**config.mk**
```make
export PLATFORM = sky130hd
export DESIGN_NAME = serial_addsub_ctrl
export DESIGN_NICKNAME = d
export VERILOG_FILES = /design/src/rtl/serial_addsub_ctrl.sv
export SDC_FILE = /design/constraint.sdc
export NUM_CORES = 1
export LEC_CHECK = 0
export BUFFER_PORTS_ARGS = -buffer_cell sky130_fd_sc_hd__buf_2
export CAP_MARGIN = 20
export CORE_MARGIN = 2
export CORE_UTILIZATION = 30
export DETAILED_ROUTE_END_ITERATION = 7
export PLACE_DENSITY = 0.53
export SYNTH_ARGS = -nofsm -noshare
export SYNTH_HDL_FRONTEND = slang
export SYNTH_SLANG_ARGS = --single-unit
```
**constraint.sdc**
```tcl
create_clock -name clk_in -period 5.3 [get_ports clk_in]
set_input_delay 1.06 -clock clk_in [delete_from_list [all_inputs] [get_ports clk_in]]
set_output_delay 1.06 -clock clk_in [all_outputs]
set_load 0.01 [all_outputs]
```
**src/rtl/serial_addsub_ctrl.sv**
```systemverilog
// Bit-serial add/subtract sequencer: one full adder is reused LSB-first over WIDTH
// cycles, with a start/ready/done handshake and C/V/Z flags on completion.

module full_adder (
   input  logic a,
   input  logic b,
   input  logic ci,
   output logic s,
   output logic co
);
   assign s  = a ^ b ^ ci;
   assign co = (a & b) | (ci & (a ^ b));
endmodule

module serial_addsub_ctrl #(
   parameter int WIDTH = 32
) (
   input  logic             clk_in,
   input  logic             rst_in,
   input  logic             start_in,
   input  logic             sub_in,
   input  logic [WIDTH-1:0] A_in,
   input  logic [WIDTH-1:0] B_in,
   output logic             ready_out,
   output logic             done_out,
   output logic [WIDTH-1:0] result_out,
   output logic             C_out,
   output logic             V_out,
   output logic             Z_out
);
   localparam int CW = $clog2(WIDTH);
   localparam logic [CW-1:0] LAST_BIT = CW'(WIDTH - 1);
   localparam logic [CW-1:0] PRE_MSB  = CW'(WIDTH - 2);

   typedef enum logic [1:0] {
      IDLE = 2'd0,
      RUN  = 2'd1,
      DONE = 2'd2
   } state_t;

   state_t           state_r;
   state_t           next_state_s;
   logic             accept_s;
   logic             last_bit_s;
   logic [WIDTH-1:0] sa_r;
   logic [WIDTH-1:0] sb_r;
   logic [WIDTH-1:0] res_sh_r;
   logic [CW-1:0]    cnt_r;
   logic             carry_r;
   logic             cmsb_r;
   logic             fa_s_s;
   logic             fa_co_s;
   logic [WIDTH-1:0] final_res_s;

   full_adder u_fa (
      .a  (sa_r[0]),
      .b  (sb_r[0]),
      .ci (carry_r),
      .s  (fa_s_s),
      .co (fa_co_s)
   );

   // The bit produced this cycle lands at the MSB end; on the last cycle this is the full result.
   assign final_res_s = {fa_s_s, res_sh_r[WIDTH-1:1]};

   // Next-state decode, accept strobe and last-bit strobe.
   always_comb begin
      next_state_s = state_r;
      accept_s     = 1'b0;
      last_bit_s   = 1'b0;
      case (state_r)
         IDLE: begin
            if (start_in && ready_out) begin
               next_state_s = RUN;
               accept_s     = 1'b1;
            end else begin
               next_state_s = IDLE;
            end
         end
         RUN: begin
            if (cnt_r == LAST_BIT) begin
               next_state_s = DONE;
               last_bit_s   = 1'b1;
            end else begin
               next_state_s = RUN;
            end
         end
         DONE:    next_state_s = IDLE;
         default: next_state_s = IDLE;
      endcase
   end

   // State register with handshake outputs registered from the next state.
   always_ff @(posedge clk_in or posedge rst_in) begin
      if (rst_in) begin
         state_r   <= IDLE;
         ready_out <= 1'b1;
         done_out  <= 1'b0;
      end else begin
         state_r   <= next_state_s;
         ready_out <= (next_state_s == IDLE);
         done_out  <= (next_state_s == DONE);
      end
   end

   // Operand shifters, carry chain, bit counter and result/flag capture.
   always_ff @(posedge clk_in or posedge rst_in) begin
      if (rst_in) begin
         sa_r       <= {WIDTH{1'b0}};
         sb_r       <= {WIDTH{1'b0}};
         res_sh_r   <= {WIDTH{1'b0}};
         cnt_r      <= {CW{1'b0}};
         carry_r    <= 1'b0;
         cmsb_r     <= 1'b0;
         result_out <= {WIDTH{1'b0}};
         C_out      <= 1'b0;
         V_out      <= 1'b0;
         Z_out      <= 1'b0;
      end else if (accept_s) begin
         // Subtraction is A + ~B + 1: invert B here and seed the carry with 1.
         sa_r    <= A_in;
         sb_r    <= sub_in ? ~B_in : B_in;
         carry_r <= sub_in;
         cnt_r   <= {CW{1'b0}};
         cmsb_r  <= 1'b0;
      end else if (state_r == RUN) begin
         sa_r     <= {1'b0, sa_r[WIDTH-1:1]};
         sb_r     <= {1'b0, sb_r[WIDTH-1:1]};
         res_sh_r <= final_res_s;
         carry_r  <= fa_co_s;
         if (cnt_r == PRE_MSB) begin
            cmsb_r <= fa_co_s;
         end
         if (last_bit_s) begin
            result_out <= final_res_s;
            C_out      <= fa_co_s;
            V_out      <= cmsb_r ^ fa_co_s;
            Z_out      <= (final_res_s == {WIDTH{1'b0}});
         end else begin
            cnt_r <= cnt_r + CW'(1);
         end
      end
   end

endmodule

```
# Word level (Yosys, flattened, before mapping)
# Cells that the tools add are included.
# word_totals
out_inout_bits,37
elab_cells,57
ff_bits,142
input_bits,68
# op_classes
n_bitwise,8
eq_ne,5
add_sub_neg,1
muxes,20
n_reduce_logical,10
# ops
cell,count
32-bit 2-to-1 mux,5
32-bit logical NOT,1
32-bit inverter,1
5-bit 2-to-1 mux,3
"5-bit == test, second input constant",2
1-bit 2-to-1 mux,10
2-bit AND reduction,3
"5-bit by 1-bit adder with 5-bit output, second input constant",1
2-bit logical NOT,2
2-bit case mux with 2 select lines,1
2-bit nonzero test,2
3-bit AND reduction,1
1-bit bitwise XOR,3
1-bit AND,2
"2-bit by 1-bit == test with 1-bit output, second input constant",1
"2-bit == test, second input constant",1
2-bit 2-to-1 mux,1
"2-bit inequality test, second input constant",1
1-bit logical AND,1
1-bit inverter,1
1-bit OR,1

# Longest topological paths before layout
# Gate-level depths: netlist (run 1).
# depth
depth_word,6
mapped_depth,8
ltp_nobuf,7

# Modules after synthesis
# A second synthesis (run 1) with hierarchy kept.
# hier_totals
cells_unflattened,549
area_unflattened_um2,6254.7
# modules_own_cells
module,cells_per_inst,area_per_inst_um2,seq_area_each_um2,instances
serial_addsub_ctrl,548,6234.7,3529.6,1
full_adder,1,20.0,0.0,1

# Worst setup path before layout (run 1)
# Ideal clock, no wire load.
# synth_path
path_kind,input to register
start,input port start_in
end,register sa_r[3]
t_arrival_ns,1.841
slack_ns,3.341
setup_ns,0.118
n_path_buf,2
required_ns,5.182
stages,5
path_cell_list,and4bb_4 -> buf_6 -> buf_6 -> a22o_1 -> a21o_1
# synth_between
elab_chain_len,4
elab_cells_between_ends,5
classes_between,mux (3); reduce/logical (2)
# synth_rtl
element,line_no,rtl
start: declaration,20,"input logic start_in,"
1-bit logical AND *,73,if (start_in && ready_out) begin
1-bit 2-to-1 mux *,73,
1-bit 2-to-1 mux *,71,case (state_r)
32-bit 2-to-1 mux / 2-bit nonzero test (equally long branches),n/a,
end signal: assignment,109,sa_r <= {WIDTH{1'b0}};
end signal: assignment,121,sa_r <= A_in;
end signal: assignment,127,"sa_r <= {1'b0, sa_r[WIDTH-1:1]};"
end: declaration,45,logic [WIDTH-1:0] sa_r;
# Mark *: on every way between the ends. The rest lies on a longest branch, timed or not.
# A chain may end at the register's enable or synchronous reset.

# Worst setup path in the final report (run 1)
# layout_path
start,register state_r[1]
end,register sb_r[18]
# layout_between
elab_chain_len,3
elab_cells_between_ends,5
classes_between,eq/ne (1); mux (2); reduce/logical (2)
# layout_rtl
element,line_no,rtl
start: declaration,41,state_t state_r;
start signal: assignment,100,state_r <= next_state_s;
2-bit logical NOT,71,
1-bit 2-to-1 mux,71,
32-bit 2-to-1 mux / 2-bit nonzero test (equally long branches),n/a,
end signal: assignment,110,sb_r <= {WIDTH{1'b0}};
end signal: assignment,122,sb_r <= sub_in ? ~B_in : B_in;
end signal: assignment,128,"sb_r <= {1'b0, sb_r[WIDTH-1:1]};"
end: declaration,46,logic [WIDTH-1:0] sb_r;
# Parallel ways exist; a longest one is shown, timed or not.

==> run_results.csv, run 1 <==
group,metric,value,unit
cts,insertion_delay,0.42,ns
global_routing,antenna_found_initial,0,
routing,drc,0,
run,cap_viol_max_count,0,
timing,rsz0062_at_grt,"false",
power_and_ir_drop,p_int,2.72,mW
routing,routed_via_density,4.50,
worst_setup_path,arrival,2.66,ns
worst_setup_path,path_max_fanout,73,
timing,fmaxAchievable,417,MHz
synth,ys_types,41,
power_and_ir_drop,clockPowerShare,29.3,%
global_routing,grt_pass1_wl,21100,um
synth,ys.flop_type,"dfrtp_1",
routing,num_vias,4151,
routing,ant_nets,0,
routing,wire_per_inst,13.5,um
cts,clk_pin_slew,0.06,ns
cells_and_area,nNetsFinal,712,
routing,wl,12500,um
power_and_ir_drop,leakagePower,4.16,nW
synth,synth_area,6260,sq um
timing,worst_pin_slew,0.990,ns
routing,drtPass1Iterations,4,
power_and_ir_drop,p_seq_share,42.1,%
timing,finalHoldViolations,0,
die,die_w,148,um
die,core_area,20400,sq um
synth,synth-edff-count,0,
synth,yosysTopAreaCellShare,56.0,%
power_and_ir_drop,power_frac_comb,28.6,%
synth,synthArstFlopShare,100,%
synth,seq_area_frac_synth,56.4,%
synth,syn_area_per_cell,11.4,sq um
cts,cts.path.max_buffers,2,
global_routing,overflow,0,
synth,yosys_register_bits,141,
die,die-area,22000,sq um
synth,yosysWarnings,0,
worst_setup_path,crit_path_start_kind,"register",
timing,min_period,2.40,ns
die,start_util,30.7,%
synth,synth_area_leaders,"dfrtp_1 (56%), nand2_1 (7.9%), mux2i_1 (5.3%), mux2_2 (5.2%), a22o_1 (4.5%)",
cts,cts_made_buffers,17,
timing,finalSetupViolations,0,
cells_and_area,drive_above_1_share,27.4,%
global_routing,grt_pass1_vias,4146,
synth,synth_nets,619,
routing,drtIter0Drc,140,
synth,synthCells,547,
worst_setup_path,crit_type,"register to register",
timing,setup_ws,2.90,ns
timing,timing.final.crit_share,45.3,%
outcome,outcome,"complete, no violations",
power_and_ir_drop,powerDensity,536,nW/um^2
timing,relSlewSlack,34.0,%
cells_and_area,areaGrowthSynthToFinish,20.8,%
cts,cts_root_buf,"clkbuf_16",
die,rows,52,
place,gp_congestion,0.735,
cts,cts_hold_buf,0,
cts,ctsResizeCount,0,
timing,finalClockSkew,0.0154,ns
place,dp_slack,2.70,ns
worst_setup_path,crit_path_end_kind,"register",
power_and_ir_drop,ir_worst_vdd,0.355,mV
global_routing,grt_usage,11.9,%
timing,finalSetupTns,0,ns
place,port_buffers,104,
cells_and_area,fillCellCount,2029,
timing,slew_violations,0,
synth,synthTopCellsByCount,"dfrtp_1 (140), nand2_1 (131), o21ai_1 (34), mux2i_1 (33)",
min_path,min_path_type,"register to register",
die,io_pins,105,
cts,cts_tree,"yes",
cts,htreeDepth,4,
synth,synth_top_cell_by_area,"dfrtp_1",
cts,postCtsSetupBuffers,0,
place,dp_hpwl,8110,um
synth,yosysMostFrequentCell,"dfrtp_1",
power_and_ir_drop,switchingPower,1.34,mW
global_routing,grt_max_degree,110,
power_and_ir_drop,p_sw_share,33.0,%
cells_and_area,diodes,0,
worst_setup_path,crit_required,5.56,ns
die,dieHeight,148,um
cts,cts.sink_count,141,
-- sequential cells by signal, indices dropped and copies added, names as in the netlist --
signal,flops
Z_out,1
state_r,2
sa_r,32
res_sh_r,31
sb_r,32
carry_r,1
cmsb_r,1
C_out,1
result_out,32
cnt_r,5
ready_out,1
done_out,1
V_out,1
-- metal layers --
layer  vias up  GRT usage [%]  routed length, um
met3        16           3.25                508
met1      1989           16.7               6330
met5         -              0                  0
li1       2054              -                  -
met4         0           4.29                196
met2        92           17.7               5430
-- power by group through the flow --
stage	clock [mW]	sequential (mW)	combinational (mW)
3_3_place_gp	0	1.71	1.13
2_1_floorplan	0	1.67	0.935
5_1_grt	1.28	1.76	1.32
4_1_cts	1.23	1.71	1.18
6_report	1.19	1.70	1.16
3_5_place_dp	0	1.73	1.18
-- final cells by class --
class	count	area [sq um]	share of cell area [%]
Clock inverter	11	134	1.77
Inverter	5	23.8	0.315
Sequential cell	141	3530	46.7
Multi-Input combinational cell	364	2470	32.7
Clock buffer	21	460	6.09
Timing Repair Buffer	111	601	7.95
Tap cell	270	338	4.47
-- placed cells by master (no fill, tap or decap), drive strengths merged, types with 3 or more instances in the layout --
cell type  count
ha             3
mux2i         33
dfrtp        140
o21ai         36
mux2          33
nand2        131
a21o          31
clkbuf        21
nor4           8
clkinv         4
a22o          32
buf          111
xor2          32
inv            7
nor2           3
clkinvlp       3
-- stage by stage --
step | utilization [%] | instances | power [mW] | hold WS [ns] | area (sq um)
after floorplan | - | 547 | 2.60 | 0.450 | 6260
after global placement | 34.0 | 889 | 2.84 | 0.458 | 6920
after detailed placement | 34.1 | 890 | 2.91 | 0.465 | 6940
after CTS | 37.0 | 922 | 4.12 | 0.478 | 7530
after global routing | 37.1 | 923 | 4.35 | 0.493 | 7560
final | 37.1 | 923 | 4.05 | 0.476 | 7560
-- kinds of logic (layout without fill, tap and decap cells) --
group	Yosys count	in the layout	share of synthesized area [%]
buffers and inverters	42	148	4.24
AND/OR/NAND/NOR	156	156	10.8
flip-flops	141	141	56.4
adder cells (fa/ha/maj)	4	4	0.920
multiplexers	66	66	11.2
AO/OA/AOI/OAI	104	104	11.7
XOR/XNOR	34	34	4.76
-- worst paths after layout --
check                                end  slack [ns]  depth (start not counted)  startpoint
min in group asynchronous       cnt_r[2]        0.63                          2      rst_in
worst max-delay path            sb_r[18]        2.90                          4  state_r[1]
worst min register to register  sa_r[12]        0.48                          1    sa_r[12]
worst max register to register  sb_r[18]        2.90                          4  state_r[1]
max in group asynchronous         cmsb_r        3.90                          3      rst_in
worst min-delay path            sa_r[12]        0.48                          1    sa_r[12]
-- worst max-delay path, stage by stage (launching register included) --
cell,delay (ns)
dfrtp_1,0.48
nor2b_4,0.50
buf_4,0.85
mux2i_1,0.30
o21ai_1,0.07
Note: power is estimated with default switching activity, not from simulation.
==> run 2, diff against run 1 <==
clock period = 2.27 ns   (was 5.3 ns; I/O delays follow)
==> run 2 against run 1 <==
Effect of this change:
- hold slack got worse by 0.31 ns
- fmax rose by 18%
- setup slack got worse by 2.7 ns
- via count rose by 2.6%
- largest power group unchanged
==> run_results.csv, run 2 (same netlist as run 1, synthesis figures left out) <==
group,metric,value,unit
min_path,min_path_type,"input pin to async pin",
cts,cts_made_buffers,17,
die,io_pins,105,
die,die_w,148,um
cts,cts_tree,"yes",
global_routing,grt_pass1_vias,4205,
routing,ant_nets,0,
die,core_area,20400,sq um
cts,cts.sink_count,141,
global_routing,grt_usage,12.1,%
power_and_ir_drop,leakagePower,4.16,nW
worst_setup_path,cp.depth,6,
cts,clk_pin_slew,0.06,ns
worst_setup_path,cp-endpoint,"cnt_r[3]",
cts,ctsResizeCount,0,
routing,num_vias,4258,
worst_setup_path,crit_path_start_kind,"register",
worst_setup_path,cp_slowest_cell,"dfrtp_1",
timing,finalHoldViolations,0,
power_and_ir_drop,powerDensity,1250,nW/um^2
power_and_ir_drop,power,9.44,mW
cells_and_area,final_cell_mix,"dfrtp_1 (140), nand2_1 (131), buf_2 (104)",
place,dp_cells,892,
place,gp_congestion,0.707,
place,dp_hpwl,8140,um
power_and_ir_drop,ir_worst_vdd,0.652,mV
worst_setup_path,crit_path_end_kind,"register",
cells_and_area,nNetsFinal,713,
global_routing,antenna_found_initial,0,
cells_and_area,fillCellCount,2010,
routing,wl,12700,um
routing,wire_per_inst,13.7,um
cells_and_area,drive_above_1_share,27.6,%
routing,drtIter0Drc,145,
timing,setup_ws,0.232,ns
cts,cts_root_buf,"clkbuf_16",
cells_and_area,final_common_cell,"dfrtp_1",
place,dp_slack,0.247,ns
cells_and_area,stdcell_count,922,
worst_setup_path,crit_family,"simple AND/OR/NAND/NOR gates",
die,die-area,22000,sq um
worst_setup_path,rr_startpoint,"cnt_r[0]",
cells_and_area,diodes,0,
timing,worst_pin_slew,0.712,ns
worst_setup_path,crit_required,2.62,ns
worst_setup_path,arrival,2.39,ns
routing,routed_via_density,4.62,
timing,fmaxAchievable,491,MHz
cts,insertion_delay,0.42,ns
die,dieHeight,148,um
cells_and_area,stdcell_area,7580,sq um
timing,rsz0062_at_grt,"false",
worst_setup_path,r2r_setup_slack,0.23,ns
routing,drtPass1Iterations,4,
run,cap_viol_max_count,0,
routing,drc,0,
cts,cts.path.max_buffers,2,
global_routing,overflow,0,
worst_setup_path,path_max_fanout,4,
worst_setup_path,startpoint,"cnt_r[0]",
place,port_buffers,104,
die,start_util,30.7,%
cts,postCtsSetupBuffers,0,
timing,finalSetupViolations,0,
outcome,outcome,"complete, no violations",
global_routing,grt_pass1_wl,21200,um
timing,timing.final.crit_share,89.8,%
die,rows,52,
timing,min_period,2.04,ns
timing,finalClockSkew,0.00645,ns
place,placed_cell_area,7000,sq um
worst_setup_path,cpMostUsedCell,"ha_1",
worst_setup_path,crit_type,"register to register",
worst_setup_path,critPathBufInv,0,
worst_setup_path,critPathMaxStageDelay,0.42,ns
timing,relSlewSlack,52.5,%
worst_setup_path,reg2reg_to,"cnt_r[3]",
timing,finalSetupTns,0,ns
timing,slew_violations,0,
cts,cts_hold_buf,0,
cells_and_area,largestRegisters,"result_out: 32 flops, sa_r: 32 flops, sb_r: 32 flops",
cts,htreeDepth,4,
global_routing,grt_max_degree,104,
cells_and_area,areaGrowthSynthToFinish,21.1,%
worst_setup_path,cp_cell_sequence,"ha_1 -> and3_1 -> ha_1 -> or3b_4 -> or3_1 -> a21oi_2",
worst_setup_path,worstRegToRegCells,6,
## run 2: cell type report
class / count / area (sq um) / area share (%)
flip-flops and latches: 141 / 3530 / 46.6
clock inverters: 11 / 119 / 1.57
well taps: 270 / 338 / 4.46
inverters: 5 / 22.5 / 0.297
multi-input cells: 364 / 2470 / 32.6
clock buffers: 19 / 453 / 5.98
repair buffers: 112 / 643 / 8.49
## run 2: metrics by stage
| stage | hold slack (ns) | utilization, % |
|---|---|---|
| global route | 0.190 | 37.2 |
| finish | 0.162 | 37.2 |
| detailed placement | 0.465 | 34.4 |
| floorplan | 0.450 | - |
| global placement | 0.459 | 34.4 |
| CTS | 0.172 | 37.2 |
## run 2: worst min-delay path by stage
stage | startpoint | end | cells after the start
floorplan | sa_r[23] | sa_r[23] | 1
global placement | sa_r[4] | sa_r[4] | 1
detailed placement | sa_r[18] | sa_r[18] | 1
CTS | rst_in | sb_r[11] | 3
global route | rst_in | sb_r[11] | 3
finish | rst_in | sb_r[8] | 3
## run 2: routing by layer
metal | routed length, um | vias up | part of all wire [%] | track usage (%)
li1 | - | 2059 | - | -
met1 | 6050 | 2089 | 48 | 16.2
met2 | 5900 | 92 | 47 | 18.8
met3 | 519 | 18 | 4.1 | 2.70
met4 | 202 | 0 | 1.6 | 5.29
met5 | 0 | - | 0 | 0
## run 2: where the power goes
group	total, mW	switching, mW	internal [mW]
Combinational	2.74	1.45	1.29
Sequential	4.00	0.622	3.37
Clock	2.70	1.05	1.66
Total	9.44	3.11	6.32
## run 2: worst register-to-register path, stage by stage, from the launching register on
cell and delay, ns:
dfrtp_1 0.42, ha_1 0.23, and3_1 0.18, ha_1 0.22
or3b_4 0.41, or3_1 0.38, a21oi_2 0.13
==> run 3, diff against run 2 <==
clock period = 2.1 ns   (was 2.27 ns; I/O delays follow)
==> run 3 against run 2 <==
Effect of this change:
- die area did not move
- sequential power up 7.3%
- routed wire length down 1.6%
- sequential share of layout area decreased by 0.41 points
- register-to-register slack got worse by 0.11 ns
- design area up 0.89%
- critical path depth unchanged
- critical path type unchanged
- largest cell class unchanged
- highest routed layer unchanged
==> run_results.csv, run 3 (same netlist as run 1, synthesis figures left out) <==
group,metric,value,unit
routing,num_vias,4163,
timing,relSlewSlack,35.6,%
routing,wire_per_inst,13.5,um
timing,finalSetupTns,0,ns
outcome,outcome,"complete, no violations",
place,gp_congestion,0.703,
global_routing,grt_pass1_wl,20800,um
worst_setup_path,reg2reg_to,"cnt_r[3]",
timing,min_period,1.98,ns
die,io_pins,105,
place,dp_hpwl,8110,um
timing,timing.final.crit_share,94.4,%
worst_setup_path,r2r_setup_slack,0.12,ns
die,rows,52,
min_path,min_path_type,"input pin to async pin",
run,cap_viol_max_count,0,
global_routing,grt_usage,11.8,%
timing,worst_pin_slew,0.965,ns
cells_and_area,largestRegisters,"result_out: 32 flops, sa_r: 32 flops, sb_r: 32 flops",
cells_and_area,fillCellCount,2018,
cells_and_area,areaGrowthSynthToFinish,22.1,%
cts,insertion_delay,0.42,ns
routing,drc,0,
worst_setup_path,arrival,2.32,ns
timing,fmaxAchievable,505,MHz
die,die_w,148,um
cts,htreeDepth,4,
place,port_buffers,104,
routing,drtPass1Iterations,4,
cells_and_area,final_common_cell,"dfrtp_1",
cts,cts_tree,"yes",
worst_setup_path,crit_path_start_kind,"register",
global_routing,antenna_found_initial,0,
timing,rsz0062_at_grt,"false",
power_and_ir_drop,power,10.4,mW
timing,finalHoldViolations,0,
power_and_ir_drop,leakagePower,4.19,nW
cts,cts_root_buf,"clkbuf_16",
worst_setup_path,cp-endpoint,"cnt_r[3]",
die,die-area,22000,sq um
routing,drtIter0Drc,144,
worst_setup_path,crit_required,2.44,ns
worst_setup_path,path_max_fanout,4,
routing,ant_nets,0,
cells_and_area,diodes,0,
cells_and_area,final_cell_mix,"dfrtp_1 (140), nand2_1 (131), buf_2 (104)",
cts,cts.sink_count,141,
timing,hold_ws,0.106,ns
die,start_util,30.7,%
timing,finalSetupViolations,0,
timing,slew_violations,0,
global_routing,overflow,0,
cells_and_area,final_util,37.5,%
worst_setup_path,startpoint,"cnt_r[1]",
routing,routed_via_density,4.50,
cts,clk_pin_slew,0.06,ns
worst_setup_path,crit_path_end_kind,"register",
global_routing,grt_max_degree,104,
cells_and_area,drive_above_1_share,27.8,%
cts,cts_made_buffers,17,
power_and_ir_drop,powerDensity,1360,nW/um^2
global_routing,grt_pass1_vias,4168,
cts,cts.path.max_buffers,2,
timing,finalClockSkew,0.00769,ns
cells_and_area,nNetsFinal,715,
worst_setup_path,rr_startpoint,"cnt_r[1]",
die,dieHeight,148,um
power_and_ir_drop,ir_worst_vdd,0.546,mV
worst_setup_path,crit_type,"register to register",
routing,wl,12500,um
worst_setup_path,worstRegToRegCells,6,
die,core_area,20400,sq um
-- run 3: cell types whose count changed in the layout (fill, tap and decap cells not counted) --
cell	change
buf_12	+1
buf_4	+1
bufinv_16	+1
clkbuf_1	+2
clkbuf_8	+1
clkinv_2	-3
clkinv_4	+1
clkinvlp_4	-1
ha_1	-1
ha_2	+1
-- run 3: worst min-delay path by stage --
stage                  start       end  slack [ns]  cells past startpoint
CTS                   rst_in   sb_r[7]        0.14                      3
finish                rst_in   sb_r[7]        0.11                      3
detailed placement  sa_r[11]  sa_r[11]        0.47                      1
global route          rst_in   sb_r[7]        0.15                      3
global placement     sa_r[4]   sa_r[4]        0.46                      1
floorplan           sa_r[23]  sa_r[23]        0.45                      1
-- run 3: stage by stage --
step           setup WS (ns)  instance area, sq um  std cells
2_1_floorplan        -0.0823                  6260        547
5_1_grt               0.0471                  7640        925
3_5_place_dp          0.0789                  7020        893
4_1_cts               0.0651                  7630        924
3_3_place_gp           0.163                  7020        893
6_report               0.118                  7640        925
-- run 3: critical path: stages (launching register included) --
cell,delay [ns]
dfrtp_1,0.41
ha_1,0.22
and3_1,0.20
ha_2,0.19
or3b_4,0.39
or3_1,0.37
a21oi_2,0.13
-- run 3: power breakdown --
| part | total (mW) | leakage, nW | internal (mW) | switching (mW) |
|---|---|---|---|---|
| logic | 2.98 | 2.03 | 1.42 | 1.57 |
| registers | 4.29 | 1.88 | 3.65 | 0.644 |
| clock network | 3.11 | 0.289 | 1.96 | 1.14 |
-- run 3: final cells by class --
cell class	instances	area [sq um]	area share, %
Inverter	5	22.5	0.295
Clock buffer	22	474	6.20
Multi-Input combinational cell	364	2470	32.4
Timing Repair Buffer	114	671	8.77
Sequential cell	141	3530	46.2
Tap cell	270	338	4.42
Clock inverter	9	135	1.77
-- run 3: timing repair --
| action | CTS | global route |
|---|---|---|
| endpoints found under the setup margin | 0 | 1 |
| setup buffers | 0 | 1 |
| hold buffers | 0 | 0 |
| gates resized for setup | 0 | 1 |
-- run 3: per-layer routing --
metal  share of wire [%]  global-route usage, %  wire (um)
met1                  50                   16.1       6180
met2                  45                   18.1       5570
met3                 4.6                   3.28        567
met4                 1.1                   4.05        141
met5                   0                      0          0
